`config.mk`:
```
export PLATFORM = sky130hd
export DESIGN_NAME = reg_slave
export DESIGN_NICKNAME = d
export VERILOG_FILES = /design/src/rtl/reg_slave_pkg.sv /design/src/rtl/reg_slave_irq.sv /design/src/rtl/reg_slave.sv
export SDC_FILE = /design/constraint.sdc
export NUM_CORES = 1
export LEC_CHECK = 0
export ABC_AREA = 0
export ABC_CLOCK_PERIOD_IN_PS = 2450
export CAP_MARGIN = 20
export CORE_AREA = 4 4 209 211
export CTS_CLUSTER_SIZE = 10
export DETAILED_ROUTE_END_ITERATION = 8
export DIE_AREA = 0 0 213 215
export PLACE_DENSITY = 0.53
export SLEW_MARGIN = 20
export SYNTH_ARGS = -nofsm -noshare
export SYNTH_HDL_FRONTEND = slang
export SYNTH_SLANG_ARGS = --single-unit
```
`constraint.sdc`:
```
create_clock -name clk -period 2.45 [get_ports clk]
set_clock_uncertainty 0.15 [all_clocks]
set_input_delay 0.49 -clock clk [delete_from_list [all_inputs] [get_ports clk]]
set_output_delay 0.49 -clock clk [all_outputs]
set_load 0.03 [all_outputs]
```
`src/rtl/reg_slave_pkg.sv`:
```
// reg_slave_pkg
// Shared constants for the register slave: bus widths, the register offset
// map, the default ID/unmapped-read values and the address-mapping helper.
// No ports; imported by reg_slave and reg_slave_irq.
package reg_slave_pkg;

  localparam int ADDR_W   = 32;
  localparam int DATA_W   = 32;
  localparam int IRQ_W    = 8;
  // Byte offset bits that select a register inside the mapped window
  localparam int OFFSET_W = 5;

  localparam logic [DATA_W-1:0] ID_VALUE_DEFAULT   = 32'h4550_0001;
  localparam logic [DATA_W-1:0] UNMAP_DATA_DEFAULT = 32'hDEAD_BEEF;

  localparam logic [OFFSET_W-1:0] OFF_ID        = 5'h00;
  localparam logic [OFFSET_W-1:0] OFF_SCRATCH   = 5'h04;
  localparam logic [OFFSET_W-1:0] OFF_CTRL      = 5'h08;
  localparam logic [OFFSET_W-1:0] OFF_STATUS    = 5'h0C;
  localparam logic [OFFSET_W-1:0] OFF_IRQ_STAT  = 5'h10;
  localparam logic [OFFSET_W-1:0] OFF_IRQ_MASK  = 5'h14;
  localparam logic [OFFSET_W-1:0] OFF_TIMESTAMP = 5'h18;
  localparam logic [OFFSET_W-1:0] OFF_ERR_CNT   = 5'h1C;

  // Mapped only inside the 32-byte window and only on word-aligned addresses
  function automatic logic addr_is_mapped(input logic [ADDR_W-1:0] addr);
    return (addr[ADDR_W-1:OFFSET_W] == '0) && (addr[1:0] == 2'b00);
  endfunction

endpackage

```
`src/rtl/reg_slave_irq.sv`:
```
// reg_slave_irq
// Interrupt status/mask registers and the registered interrupt output.
// Ports:
//   clk, rst_n   clock and asynchronous active-low reset
//   irq_src      level interrupt sources, sets IRQ_STAT bits every cycle
//   stat_clr     write-one-to-clear strobe for IRQ_STAT (uses wdata)
//   mask_wr      write strobe for IRQ_MASK (uses wdata)
//   wdata        write data bits from the register pipeline
//   irq_stat     current IRQ_STAT contents
//   irq_mask     current IRQ_MASK contents
//   irq          registered OR of (IRQ_STAT & IRQ_MASK)
module reg_slave_irq
  import reg_slave_pkg::*;
(
  input  logic             clk,
  input  logic             rst_n,
  input  logic [IRQ_W-1:0] irq_src,
  input  logic             stat_clr,
  input  logic             mask_wr,
  input  logic [IRQ_W-1:0] wdata,
  output logic [IRQ_W-1:0] irq_stat,
  output logic [IRQ_W-1:0] irq_mask,
  output logic             irq
);

  logic [IRQ_W-1:0] irq_stat_q, irq_stat_d;
  logic [IRQ_W-1:0] irq_mask_q, irq_mask_d;
  logic             irq_q, irq_d;

  // Clear is applied first and the set is ORed in afterwards, so a source
  // that is active in the same cycle as a clear keeps its bit set.
  always_comb begin
    irq_stat_d = irq_stat_q;
    if (stat_clr) begin
      irq_stat_d = irq_stat_d & ~wdata;
    end
    irq_stat_d = irq_stat_d | irq_src;
    irq_mask_d = mask_wr ? wdata : irq_mask_q;
    irq_d      = |(irq_stat_q & irq_mask_q);
  end

  always_ff @(posedge clk or negedge rst_n) begin
    if (!rst_n) begin
      irq_stat_q <= '0;
      irq_mask_q <= '0;
      irq_q      <= 1'b0;
    end else begin
      irq_stat_q <= irq_stat_d;
      irq_mask_q <= irq_mask_d;
      irq_q      <= irq_d;
    end
  end

  assign irq_stat = irq_stat_q;
  assign irq_mask = irq_mask_q;
  assign irq      = irq_q;

endmodule

```
`src/rtl/reg_slave.sv`:
```
// reg_slave
// Two-stage pipelined register slave. A request is captured into stage 1,
// decoded/committed in the next cycle, and acknowledged the cycle after.
// Ports:
//   clk, rst_n   clock and asynchronous active-low reset
//   reg_req      one-cycle access strobe (back-to-back allowed)
//   reg_whrl     1 = write, 0 = read
//   reg_addr     byte address
//   reg_wdata    write data
//   reg_ack      one-cycle completion strobe, two cycles after reg_req
//   reg_rdata    read data (0 for writes), valid with reg_ack
//   ctrl_out     CTRL register contents
//   status_in    external status, returned by STATUS reads
//   irq_src      level interrupt sources
//   irq          registered interrupt output
module reg_slave
  import reg_slave_pkg::*;
#(
  parameter logic [DATA_W-1:0] ID_VALUE   = ID_VALUE_DEFAULT,
  parameter logic [DATA_W-1:0] UNMAP_DATA = UNMAP_DATA_DEFAULT
) (
  input  logic              clk,
  input  logic              rst_n,
  input  logic              reg_req,
  input  logic              reg_whrl,
  input  logic [ADDR_W-1:0] reg_addr,
  input  logic [DATA_W-1:0] reg_wdata,
  output logic              reg_ack,
  output logic [DATA_W-1:0] reg_rdata,
  output logic [DATA_W-1:0] ctrl_out,
  input  logic [DATA_W-1:0] status_in,
  input  logic [IRQ_W-1:0]  irq_src,
  output logic              irq
);

  // Stage 1: captured request
  logic              s1_valid_q, s1_valid_d;
  logic              s1_write_q, s1_write_d;
  logic [ADDR_W-1:0] s1_addr_q,  s1_addr_d;
  logic [DATA_W-1:0] s1_wdata_q, s1_wdata_d;

  // Stage 2: response
  logic              ack_q,   ack_d;
  logic [DATA_W-1:0] rdata_q, rdata_d;

  // Register file
  logic [DATA_W-1:0] scratch_q,   scratch_d;
  logic [DATA_W-1:0] ctrl_q,      ctrl_d;
  logic [DATA_W-1:0] timestamp_q, timestamp_d;
  logic [DATA_W-1:0] err_cnt_q,   err_cnt_d;

  logic                mapped;
  logic                wr_en;
  logic [OFFSET_W-1:0] offset;
  logic                irq_stat_clr;
  logic                irq_mask_wr;
  logic [DATA_W-1:0]   read_val;
  logic [IRQ_W-1:0]    irq_stat;
  logic [IRQ_W-1:0]    irq_mask;

  // Request capture; payload only moves when a request is present
  always_comb begin
    s1_valid_d = reg_req;
    s1_write_d = reg_req ? reg_whrl  : s1_write_q;
    s1_addr_d  = reg_req ? reg_addr  : s1_addr_q;
    s1_wdata_d = reg_req ? reg_wdata : s1_wdata_q;
  end

  // Decode cycle: write enables, register next values and read mux
  always_comb begin
    mapped       = addr_is_mapped(s1_addr_q);
    offset       = s1_addr_q[OFFSET_W-1:0];
    wr_en        = s1_valid_q && s1_write_q && mapped;
    irq_stat_clr = wr_en && (offset == OFF_IRQ_STAT);
    irq_mask_wr  = wr_en && (offset == OFF_IRQ_MASK);

    scratch_d   = (wr_en && (offset == OFF_SCRATCH)) ? s1_wdata_q : scratch_q;
    ctrl_d      = (wr_en && (offset == OFF_CTRL))    ? s1_wdata_q : ctrl_q;
    timestamp_d = timestamp_q + 32'd1;

    // Saturating count of unmapped accesses, reads and writes alike
    err_cnt_d = err_cnt_q;
    if (s1_valid_q && !mapped && (err_cnt_q != '1)) begin
      err_cnt_d = err_cnt_q + 32'd1;
    end

    read_val = UNMAP_DATA;
    if (mapped) begin
      case (offset)
        OFF_ID:        read_val = ID_VALUE;
        OFF_SCRATCH:   read_val = scratch_q;
        OFF_CTRL:      read_val = ctrl_q;
        OFF_STATUS:    read_val = status_in;
        OFF_IRQ_STAT:  read_val = {{(DATA_W-IRQ_W){1'b0}}, irq_stat};
        OFF_IRQ_MASK:  read_val = {{(DATA_W-IRQ_W){1'b0}}, irq_mask};
        OFF_TIMESTAMP: read_val = timestamp_q;
        OFF_ERR_CNT:   read_val = err_cnt_q;
        default:       read_val = UNMAP_DATA;
      endcase
    end

    ack_d   = s1_valid_q;
    rdata_d = (s1_valid_q && !s1_write_q) ? read_val : '0;
  end

  always_ff @(posedge clk or negedge rst_n) begin
    if (!rst_n) begin
      s1_valid_q  <= 1'b0;
      s1_write_q  <= 1'b0;
      s1_addr_q   <= '0;
      s1_wdata_q  <= '0;
      ack_q       <= 1'b0;
      rdata_q     <= '0;
      scratch_q   <= '0;
      ctrl_q      <= '0;
      timestamp_q <= '0;
      err_cnt_q   <= '0;
    end else begin
      s1_valid_q  <= s1_valid_d;
      s1_write_q  <= s1_write_d;
      s1_addr_q   <= s1_addr_d;
      s1_wdata_q  <= s1_wdata_d;
      ack_q       <= ack_d;
      rdata_q     <= rdata_d;
      scratch_q   <= scratch_d;
      ctrl_q      <= ctrl_d;
      timestamp_q <= timestamp_d;
      err_cnt_q   <= err_cnt_d;
    end
  end

  reg_slave_irq u_irq (
    .clk      (clk),
    .rst_n    (rst_n),
    .irq_src  (irq_src),
    .stat_clr (irq_stat_clr),
    .mask_wr  (irq_mask_wr),
    .wdata    (s1_wdata_q[IRQ_W-1:0]),
    .irq_stat (irq_stat),
    .irq_mask (irq_mask),
    .irq      (irq)
  );

  assign reg_ack   = ack_q;
  assign reg_rdata = rdata_q;
  assign ctrl_out  = ctrl_q;

endmodule

```
### Word level (Yosys, flattened, before mapping)

Cells that the tools add are included.
Widths: inputs -> output; s select.

* $add $sub $neg: 2
* eq/ne operators: 8
* multiplexer cells: 4
* bitwise logic cells: 4
* reductions and logical operators: 16

Operators with widths (number)
* $pmux 32 s8: 1
* $add 32x1->32 const B: 2
* $mux 32: 2
* $ne 32x32->1 const B: 1
* $logic_not 27->1: 1
* $eq 5x5->1 const B: 4
* $and 8x8->8: 2
* $eq 5x4->1 const B: 2
* $logic_and 1x1->1: 10
* $mux 8: 1
* $not 8->8: 1
* $or 8x8->8: 1
* $reduce_or 8->1: 1
* $eq 5x3->1 const B: 1
* $logic_not 5->1: 1
* $logic_not 1->1: 2
* $logic_not 2->1: 1

* flip-flop bits (word level): 244
* bits of input ports: 108
* output and inout bits: 66

### Longest topological paths before layout

* word-level depth: 6
* depth in mapped cells: 8

### By module

Synthesis repeated with hierarchy kept, for this count alone.

* cell total of the unflattened synthesis: 808
* area, all modules: 10462.5 µm²

By module, submodules not included
* reg_slave: times used 1, cells an instance 760, area an instance 9774.4 µm², seq. area each 5680.4 µm²
* reg_slave_irq: times used 1, cells an instance 48, area an instance 688.2 µm², seq. area each 425.4 µm²

### Worst setup path before layout

No wires, ideal clock.

* kind: reg-to-reg
* from: reg s1_addr_q[16]
* to: reg scratch_q[10]
* library setup time: 128 ps
* data arrival time: 1968 ps
* required time: 2172 ps
* slack: 204 ps
* cell stages (with the launch flop): 9
* buffers on the path: 3
* clock period less this slack: 2246 ps
* cell sequence: dfrtp_1 nor4_1 nand4_1 nor3_1 buf_2 and2_1 buf_2 buf_4 mux2_1

* longest elaborated chain between the ends: 4

RTL lines
* start: declaration: line reg_slave.sv:39 `logic [ADDR_W-1:0] s1_addr_q, s1_addr_d;`
* start signal: assignment: line reg_slave.sv:121 `s1_addr_q <= s1_addr_d;`
* $logic_not 27->1: line reg_slave_pkg.sv:27 `return (addr[ADDR_W-1:OFFSET_W] == '0) && (addr[1:0] == 2'b00);`
* $logic_and 1x1->1: line reg_slave_pkg.sv:27
* $logic_and 1x1->1: line reg_slave.sv:73 `wr_en = s1_valid_q && s1_write_q && mapped;`
* $logic_and 1x1->1: line reg_slave.sv:77 `scratch_d = (wr_en && (offset == OFF_SCRATCH)) ? s1_wdata_q : scratch_q;`
* end signal: assignment: line reg_slave.sv:125 `scratch_q <= scratch_d;`
* end: declaration: line reg_slave.sv:47 `logic [DATA_W-1:0] scratch_q, scratch_d;`

Every way passes these cells.
A chain may end at the register's enable or synchronous reset.

### Worst setup path after layout

* from: reg s1_addr_q[6]
* to: reg ctrl_q[21], in the netlist ctrl_out[21]

* longest elaborated chain between the ends: 4

RTL lines
* $logic_not 27->1: line reg_slave_pkg.sv:27
* $logic_and 1x1->1: line reg_slave_pkg.sv:27
* $logic_and 1x1->1: line reg_slave.sv:73
* $logic_and 1x1->1: line reg_slave.sv:78 `ctrl_d = (wr_en && (offset == OFF_CTRL)) ? s1_wdata_q : ctrl_q;`
* end signal: assignment: line reg_slave.sv:126 `ctrl_q <= ctrl_d;`
* end: declaration: line reg_slave.sv:48 `logic [DATA_W-1:0] ctrl_q, ctrl_d;`

Every way passes these cells.

==> metrics.md <==
| Metric | Value |
|---|---|
| Sink Count | 244 |
| Worst IR Drop VDD | 0.000482 V |
| Outcome | finished, final reports clean |
| Fmax achieved | 415 MHz |
| Remaining DRCs | 0 |
| Top Layer Used | met5 |
| Gp weighted congestion | 0.823 |
| Yosys reg bits | 244 |
| Num ports | 174 |
| First-pass GRT wire length | 49600 µm |
| Worst setup SP type | flop |
| Total power | 9.06 mW |
| Final setup margin | 0.0412 ns |
| Period utilization | 0.983 |
| Vias in the first global route | 8133 |
| Hold Path Class | input pin to asynchronous set/reset pin |
| Unique cell type count in the Yosys netlist | 42 |
| WS Path Type | flop to flop |
| N_diodes | 0 |
| Root Driver | clkbuf_16 |
| Seq/Total Area, Yosys | 0.588 |
| Critical path peak fanout | 10 |
| Relative slew slack | 0.651 |
| Async SR Flop Fraction | 1.00 |
| RSZ-0062 raised after global routing | yes |
| Mapped Area | 10400 µm² |
| Setup WS pre-CTS | -0.0515 ns |
| Cell Rows | 75 |
| Post-DP HPWL | 23500 µm |
| Drt wl/cell | 20.7 µm |
| Min Tclk post-route | 2.41 ns |
| Drt initial violations | 515 |
| Buffers on Ports | 173 |
| H-tree depth | 1 |
| First drt pass iteration count | 6 |
| Nets | 1123 |
| Min Hold Slack | 0.286 ns |
| Crit. End Element | flop |
| CTS Buf Count | 29 |
| Yosys warns | 0 |
| Skew-Pair Late Insertion Delay | 0.53 ns |
| Antenna violations before repair | 1 |
| Final Slew Violations | 0 |
| Critical Path AT | 2.67 ns |
| Synth-to-layout area growth | 36.0% |
| Synth Instances | 799 |
| CTS clk-pin slew, worst paths | 0.05 ns |
| Remaining global-route overflow | 0 |
| CTS tree | done |
| Fin util | 0.338 |
| # setup viols final | 0 |
| Largest stage delay on the critical path | 0.38 ns |
| Average size of a mapped cell | 13.0 µm² |
| M1 WL | 14500 µm |
| Crit-path cells | nor4_2 -> buf_4 -> nand4_1 -> nor3_2 -> and2_4 -> clkbuf_16 -> mux2_1 |
| Vias/cell | 4.81 |
| Die ar. | 45800 µm² |
| Die Wd | 213 µm |
| Max Cap Viol | 0 |
| Met2 wire len | 15300 µm |
| DR WL met3 | 1670 µm |
| DRT Wirelength | 32300 µm |
| Largest net degree at the start of global routing | 64 |
| Post-synth EDFFs | 0 |
| WP data required | 2.71 ns |
| Final hold vios | 0 |
| Slowest cell on crit path | dfrtp_1 |
| DR vias | 7507 |
| Antenna Nets Post-Route | 0 |
| Chip Height | 215 µm |
| Syn_nets | 909 |
| Share of layout cells above drive strength 1 | 0.196 |
| Clock Path Buffers | 3 |
| PwrDens | 641 nW/µm² |
| Worst slew pin tran | 0.523 ns |
| GRT Overall Usage | 0.138 |
| Initial Util | 0.249 |
| Ys flop type | dfrtp_1 |
| Leakage power | 6.03 nW |
| Core ar. | 41800 µm² |
==> metrics by stage <==
stage | cell area, µm² | std cells | setup TNS [ns]
after detailed placement | 13100 | 1517 | -0.669
after floorplan | 10400 | 799 | 0
after global placement | 13100 | 1517 | 0
after CTS | 13900 | 1559 | 0
final | 14100 | 1562 | 0
after global routing | 14100 | 1562 | -1.73
==> cell type report <==
cell class,instances,area (µm²)
Multi-Input combinational cell,504,4200
Fill cell,4109,27600
Tap cell,539,674
Inverter,3,11.3
Clock inverter,1,30.0
Sequential cell,244,6110
Clock buffer,40,777
Timing Repair Buffer,231,2320
==> state kept, by name, summed over array words and instances, names as in the netlist, 8 cells and up <==
register	cells
s1_addr_q	32
err_cnt_q	32
scratch_q	32
u_irq.irq_stat	8
s1_wdata_q	32
timestamp_q	32
ctrl_out	32
reg_rdata	32
u_irq.irq_mask	8
==> path summary, 6_finish.rpt <==
kind | depth (start not counted) | slack, ns | from | endpoint
hold / removal | 2 | 0.29 | rst_n | s1_addr_q[19]
max in group asynchronous | 3 | 1.13 | rst_n | u_irq.irq_mask[5]
hold reg to reg | 1 | 0.33 | scratch_q[11] | scratch_q[11]
setup / recovery | 7 | 0.04 | s1_addr_q[6] | ctrl_out[21]
setup reg to reg | 7 | 0.04 | s1_addr_q[6] | ctrl_out[21]
min in group clk | 1 | 0.33 | scratch_q[11] | scratch_q[11]
==> where the power goes <==
part | switching (mW) | internal, mW | total (mW)
clock network | 1.55 | 2.26 | 3.81
logic | 0.386 | 0.426 | 0.812
registers | 0.205 | 4.23 | 4.43
total | 2.14 | 6.92 | 9.06
==> cell families (layout without fill, tap and decap cells) <==
logic type / Yosys count / count (layout) / synth area share
fa+ha+maj: 2 / 2 / 0.00241
simple gates: 183 / 183 / 0.0969
flops: 244 / 244 / 0.588
mux: 138 / 138 / 0.150
xor+xnor: 61 / 61 / 0.0515
compound gates: 120 / 120 / 0.0904
buf+inv: 51 / 275 / 0.0212
==> layer usage <==
layer | vias to the layer above | GRT usage
met5 | - | 0
met4 | 2 | 0.0402
met3 | 45 | 0.0245
met2 | 203 | 0.224
met1 | 3823 | 0.191
li1 | 3434 | -
==> worst max-delay path: cells and delay by family (launching register included) <==
kind | cells | cell delay, ns
multiplexers | 1 | 0.33
buffers and inverters | 2 | 0.36
flip-flops | 1 | 0.38
AND/OR/NAND/NOR | 4 | 1.06
==> cell usage in the layout, fill, tap and decap left out, types with 2 or more instances in the layout <==
master | netlist | routed
nor4_1 | 15 | 13
or4_1 | 2 | 2
nor4_2 | 0 | 2
nor2_1 | 23 | 19
mux2_1 | 72 | 48
a222oi_1 | 27 | 27
a21oi_1 | 20 | 19
mux2_2 | 66 | 66
nand4_1 | 34 | 34
a221oi_1 | 24 | 23
nor2_2 | 3 | 7
xor2_1 | 27 | 27
nor3_1 | 9 | 8
ha_1 | 2 | 2
nand2_1 | 33 | 33
a31oi_1 | 11 | 11
and4_1 | 5 | 5
buf_4 | 3 | 44
a41oi_1 | 2 | 2
nand2b_1 | 3 | 3
and2_1 | 8 | 5
clkdlybuf4s50_1 | 0 | 170
dfrtp_1 | 244 | 244
inv_1 | 3 | 3
a21o_1 | 8 | 8
clkbuf_16 | 0 | 30
mux2_4 | 0 | 24
a22oi_1 | 22 | 22
and3_1 | 9 | 9
and2_4 | 0 | 3
buf_8 | 0 | 3
or3_1 | 7 | 7
buf_12 | 0 | 9
xnor2_1 | 34 | 34
a22o_1 | 3 | 3
nand3_1 | 25 | 25
clkbuf_1 | 36 | 10
==> repair_timing <==
item                                   in CTS  in global routing
setup buffers                               0                  2
setup endpoints to repair                  32                 88
gates resized for setup                     2                 37
pin swaps                                   0                  5
endpoints found under the hold margin      38                  0
gates cloned                                0                  1
hold buffers                                1                  0
==> synthesized netlist by cell type (5+ instances only) <==
| master | count | area share |
|---|---|---|
| a221oi_1 | 24 | 0.020 |
| mux2_2 | 66 | 0.072 |
| and2_1 | 8 | 0.0048 |
| a21o_1 | 8 | 0.0058 |
| xnor2_1 | 34 | 0.029 |
| clkbuf_1 | 36 | 0.013 |
| a222oi_1 | 27 | 0.026 |
| dfrtp_1 | 244 | 0.59 |
| and3_1 | 9 | 0.0054 |
| nand2_1 | 33 | 0.012 |
| and4_1 | 5 | 0.0042 |
| a22oi_1 | 22 | 0.016 |
| a31oi_1 | 11 | 0.0066 |
| buf_2 | 8 | 0.0039 |
| a21oi_1 | 20 | 0.0096 |
| nand4_1 | 34 | 0.020 |
| xor2_1 | 27 | 0.023 |
| nor4_1 | 15 | 0.0090 |
| or3_1 | 7 | 0.0042 |
| mux2_1 | 72 | 0.078 |
| nor2_1 | 23 | 0.0083 |
| nor3_1 | 9 | 0.0043 |
| nand3_1 | 25 | 0.012 |
Note: power is estimated with default switching activity, not from simulation.
==> RTL change 1 (same flow settings) <==
Make the reset (`rst_n`) synchronous in 2 clocked blocks. Comments in the files are not updated.
--- a/src/rtl/reg_slave_irq.sv
+++ b/src/rtl/reg_slave_irq.sv
@@ -39,7 +39,7 @@
     irq_d      = |(irq_stat_q & irq_mask_q);
   end
 
-  always_ff @(posedge clk or negedge rst_n) begin
+  always_ff @(posedge clk) begin
     if (!rst_n) begin
       irq_stat_q <= '0;
       irq_mask_q <= '0;
--- a/src/rtl/reg_slave.sv
+++ b/src/rtl/reg_slave.sv
@@ -103,7 +103,7 @@
     rdata_d = (s1_valid_q && !s1_write_q) ? read_val : '0;
   end
 
-  always_ff @(posedge clk or negedge rst_n) begin
+  always_ff @(posedge clk) begin
     if (!rst_n) begin
       s1_valid_q  <= 1'b0;
       s1_write_q  <= 1'b0;
Function: differs if rst_n is asserted again (counterexample within 4 cycles, from zero or initial values and one cycle with rst_n low); with rst_n held inactive, the same outputs for 4 cycles.
==> RTL change 1 against the unedited design <==
Clock power is 4% higher; area after synthesis is 2.6% lower; critical path depth is 6 lower; hold slack worse by 0.22 ns; worst setup slack better by 0.085 ns; wire length is 8.2% higher; power is 2.9% lower; sequential cell count stayed put; final area is 4.3% lower; critical path type is now reg -> out; critical endpoint is now ctrl_out[19].
==> RTL change 1: results (changes against the unedited design) <==
========================================================================
Met3 Usage GRT ............................................      0.02260   -0.001896
Critical Path Sink ........................................ ctrl_out[19]
Area after detailed placement ............................. 0.01264 sq mm   -3.7%
Crit Reg-Reg Endpoint ..................................... err_cnt_q[16]
Cell family with the largest share of critical-path delay . buffers and inverters
Critical path launch point ................................ ctrl_out[19]
Highest ir drop seen on vdd ...............................  0.0004852 V   +0.69%
Avg Vias per Cell .........................................        4.992   +3.9%
Antenna violations before repair ..........................            0   -1
Run status ................................................    completed
Area share of xor/xnor cells in the synthesized design ....      0.01731   -0.03414
Global-route wire length before repair .................... 53600 microns   +8.1%
Total routing resource utilization after global routing ...       0.1475   +0.009013
Multi-input gate area ..................................... 0.004862 sq mm   +16%
GR Layer Usage met2 .......................................       0.2427   +0.01858
Placed insts ..............................................         1775   +17%
Cell at the slowest stage of the critical path ............ sky130_fd_sc_hd__clkdlybuf4s50_1
Nets ......................................................         1379   +23%
Final RePlAce weighted congestion .........................       0.7988   -3.0%
Worst EP arrival ..........................................      1.68 ns   -0.99 ns
Synthesized Nets ..........................................         1214   +34%
Non-Clock Inverter Count ..................................           12   +9
Maximum fanout count along the critical path ..............            3   -7
Number of library cell types mapped by synthesis ..........           53   +26%
Post-detailed-routing wire length ......................... 34930 microns   +8.2%
Total length of routed met2 wires ......................... 16530 microns   +8.0%
Maximum cell stage delay along the critical path ..........      0.72 ns   +0.34 ns
Share of cells above drive strength 1 .....................      0.08203   -0.1135
Reg2Reg Launch Point ...................................... err_cnt_q[0]
Total CTS buffers .........................................           30   +3.4%
Layout buffering overhead excluding clock cells ...........       0.1615   -0.002837
Async SR Flop Fraction ....................................            0   -1.000
Hold Path Class ...........................................    in -> reg
Rel. slew slack ...........................................       0.6557   +0.004357
Worst slack at placement ..................................    0.1085 ns   +0.1600 ns
Area contributors post-synth .............................. sky130_fd_sc_hd__dfxtp_1 (48%), sky130_fd_sc_hd__mux2i_1 (8.5%), sky130_fd_sc_hd__nand3_1 (4.4%)
Depth of the worst register-to-register path ..............            6   -1
Share of synthesized area spent on multiplexers ...........      0.08954   -0.06012
Number of fill cells ......................................         4286   +4.3%
Largest net degree at the start of global routing .........           73   +14%
Leakage power figure ......................................     4.712 nW   -22%
Post-Synth Adder-Cell Area ................................     0.002473   +0.00006348
Synth Area per Inst .......................................  9.164 sq um   -29%
HPWL reported at the end of detailed placement ............ 24800 microns   +5.6%
========================================================================
[RTL change 1: cell types whose count changed in the layout (fill, tap and decap cells not counted), moves of 20 or more]
| cell | unedited run | this run |
|---|---|---|
| sky130_fd_sc_hd__dfrtp_1 | 244 | 0 |
| sky130_fd_sc_hd__dfxtp_1 | 0 | 244 |
| sky130_fd_sc_hd__mux2i_1 | 0 | 86 |
| sky130_fd_sc_hd__o21ai_0 | 0 | 76 |
| sky130_fd_sc_hd__nor2_1 | 19 | 86 |
| sky130_fd_sc_hd__nand3_1 | 25 | 88 |
| sky130_fd_sc_hd__mux2_2 | 66 | 4 |
| sky130_fd_sc_hd__nand2_1 | 33 | 85 |
| sky130_fd_sc_hd__mux2_1 | 48 | 0 |
| sky130_fd_sc_hd__mux2_4 | 24 | 0 |
| sky130_fd_sc_hd__xnor2_1 | 34 | 11 |
| sky130_fd_sc_hd__o31ai_1 | 1 | 22 |
| sky130_fd_sc_hd__or4_1 | 2 | 22 |
[RTL change 1: worst min-delay path by stage]
stage,slack (ns),endpoint,from
CTS,0.05,reg_ack,rst_n
global placement,0.30,scratch_q[4],scratch_q[4]
finish,0.07,reg_ack,rst_n
floorplan,0.28,timestamp_q[0],timestamp_q[0]
global route,0.07,reg_ack,rst_n
detailed placement,0.31,u_irq.irq_mask[7],u_irq.irq_mask[7]
[RTL change 1: where the power goes]
part           internal [mW]  switching, mW
sequential              4.07         0.0703
clock                   2.34           1.63
combinational          0.332          0.349
[RTL change 1: what timing repair did]
item | in CTS | in global routing
setup endpoints to repair | 0 | 28
resized for setup | 0 | 1
setup buffers | 0 | 1
==> RTL change 2 (same flow settings) <==
Without the edit above. `IRQ_W`: 8 -> 6.
--- a/src/rtl/reg_slave_pkg.sv
+++ b/src/rtl/reg_slave_pkg.sv
@@ -6,7 +6,7 @@
 
   localparam int ADDR_W   = 32;
   localparam int DATA_W   = 32;
-  localparam int IRQ_W    = 8;
+  localparam int IRQ_W    = 6;
   // Byte offset bits that select a register inside the mapped window
   localparam int OFFSET_W = 5;
 
Ports: changed (resized irq_src); port bits go from 174 to 172. No check against the original RTL was run, so the function may have changed too.
==> RTL change 2 against the unedited design <==
Power increased by 3.0%; final area shrank 1.4%; sequential cell count fell by 4; sequential share of layout area shrank 0.11 points; clock power increased by 8.1%; area after synthesis shrank 1.4%; wire length decreased by 2.3%; non-clock buffer count decreased by 10; worst setup slack improved by 0.054 ns; cell count is 1.2% lower; largest cell class unchanged; highest routed layer unchanged.
==> RTL change 2: results (changes against the unedited design) <==
=============================================================================
Run status .....................................................    completed
Crit Reg-Reg Endpoint ..........................................  ctrl_out[7]
Count of input and output buffers ..............................          171   -1.2%
Most numerous cell types in the synthesized netlist ............ sky130_fd_sc_hd__dfrtp_1 (240), sky130_fd_sc_hd__mux2_2 (133), sky130_fd_sc_hd__a22oi_1 (46), sky130_fd_sc_hd__xor2_1 (39), sky130_fd_sc_hd__nand3_1 (35)
First-pass iteration count of the detailed router ..............            5   -1
Highest ir drop seen on vdd ....................................  0.0004009 V   -17%
Number of library cell types mapped by synthesis ...............           40   -4.8%
Final RePlAce weighted congestion ..............................       0.7730   -6.1%
Leakage power figure ...........................................     5.931 nW   -1.6%
Maximum fanout count along the critical path ...................           12   +2
Worst EP arrival ...............................................      2.64 ns   -0.03 ns
PD cells ....................................................... 669.7 mW/mm^2   +4.4%
Synthesized Nets ...............................................          890   -2.1%
Setup slack, reg-to-reg ........................................       0.1 ns   +0.05 ns
Hold Path Class ................................................    in -> reg
HPWL reported at the end of detailed placement ................. 21320 microns   -9.2%
Transition time at the pin with the least slew margin ..........    0.5253 ns   +0.002391 ns
Met3 Usage GRT .................................................      0.04083   +0.01633
Routed length per placed instance .............................. 20.45 microns   -1.1%
Largest net degree at the start of global routing ..............           67   +4.7%
PostCTS Resize Cnt .............................................            1   -1
Clock buffer depth .............................................            3   unchanged
Total CTS buffers ..............................................           30   +3.4%
Final-layout worst hold slack ..................................    0.2294 ns   -0.05623 ns
Synth Area per Inst ............................................  13.09 sq um   +0.70%
Dominant power group ...........................................    registers
Crit path setup slack, layout ..................................   0.09509 ns   +0.05391 ns
Clock network latency to the later pin of the worst-skew pair ..      0.55 ns   +0.02 ns
Wire length on met1 ............................................ 13800 microns   -5.0%
GR Layer Usage met2 ............................................       0.2021   -0.02209
Global-route wire length before repair ......................... 46800 microns   -5.6%
Register share of total power ..................................        0.463   -0.027
Met3 wire len .................................................. 2403 microns   +44%
Post-CTS Repair Setup Buffers ..................................            0   unchanged
Worst slack at placement .......................................  -0.03052 ns   +0.02099 ns
Net Sw Frac ....................................................       0.2385   +0.002226
Final std cells w/o fill .......................................         1543   -1.2%
Share of cells above drive strength 1 ..........................       0.2400   +0.04454
Depth of the worst register-to-register path ...................            7   unchanged
First-iteration detailed-routing DRC count .....................          456   -11%
Global-route met1 utilization ..................................       0.1762   -0.01434
Total routing resource utilization after global routing ........       0.1310   -0.007535
Portion of the post-synthesis area used by sequential elements .       0.5869   -0.001154
Vias in the first global route .................................         7811   -4.0%
CTS Root Buffer Type ........................................... sky130_fd_sc_hd__clkbuf_16
Avg Vias per Cell ..............................................        4.804   about the same
Worst min-delay path startpoint ................................      reg_req
Area contributors post-synth ................................... sky130_fd_sc_hd__dfrtp_1 (59%), sky130_fd_sc_hd__mux2_2 (15%), sky130_fd_sc_hd__a22oi_1 (3.4%)
Reg2Reg Launch Point ........................................... s1_addr_q[28]
Area after detailed placement .................................. 0.01291 sq mm   -1.5%
Power attributed to the clock group ............................      4.12 mW   +8.1%
=============================================================================
==> RTL change 2: how the worst max path moves through the flow <==
stage,start,endpoint
after floorplan,s1_addr_q[16],scratch_q[10]
after global placement,s1_addr_q[23],u_irq.irq_mask[3]
after detailed placement,s1_addr_q[16],u_irq.irq_mask[3]
after CTS,s1_addr_q[16],ctrl_out[19]
after global routing,s1_addr_q[28],ctrl_out[26]
final,s1_addr_q[28],ctrl_out[7]
==> RTL change 2: cell families after synthesis <==
kind of cell / share of synthesized area
xor gates and xnor gates: 0.05135
muxes: 0.1508
adders and majority gates: 0.002445
and+or+nand+nor: 0.09549
buffers and inverters: 0.02470
AOI/OAI and AO/OA: 0.08840
DFF: 0.5869
==> RTL change 2: layout make-up <==
type / instances / area (sq um)
timing repair buffer: 221 / 2295
multi-input combinational: 490 / 4019
sequential: 240 / 6006
clock buffer: 45 / 898.4
tap: 539 / 674.4
inverter: 5 / 18.77
clock inverter: 3 / 15.01
fill: 4146 / 27830
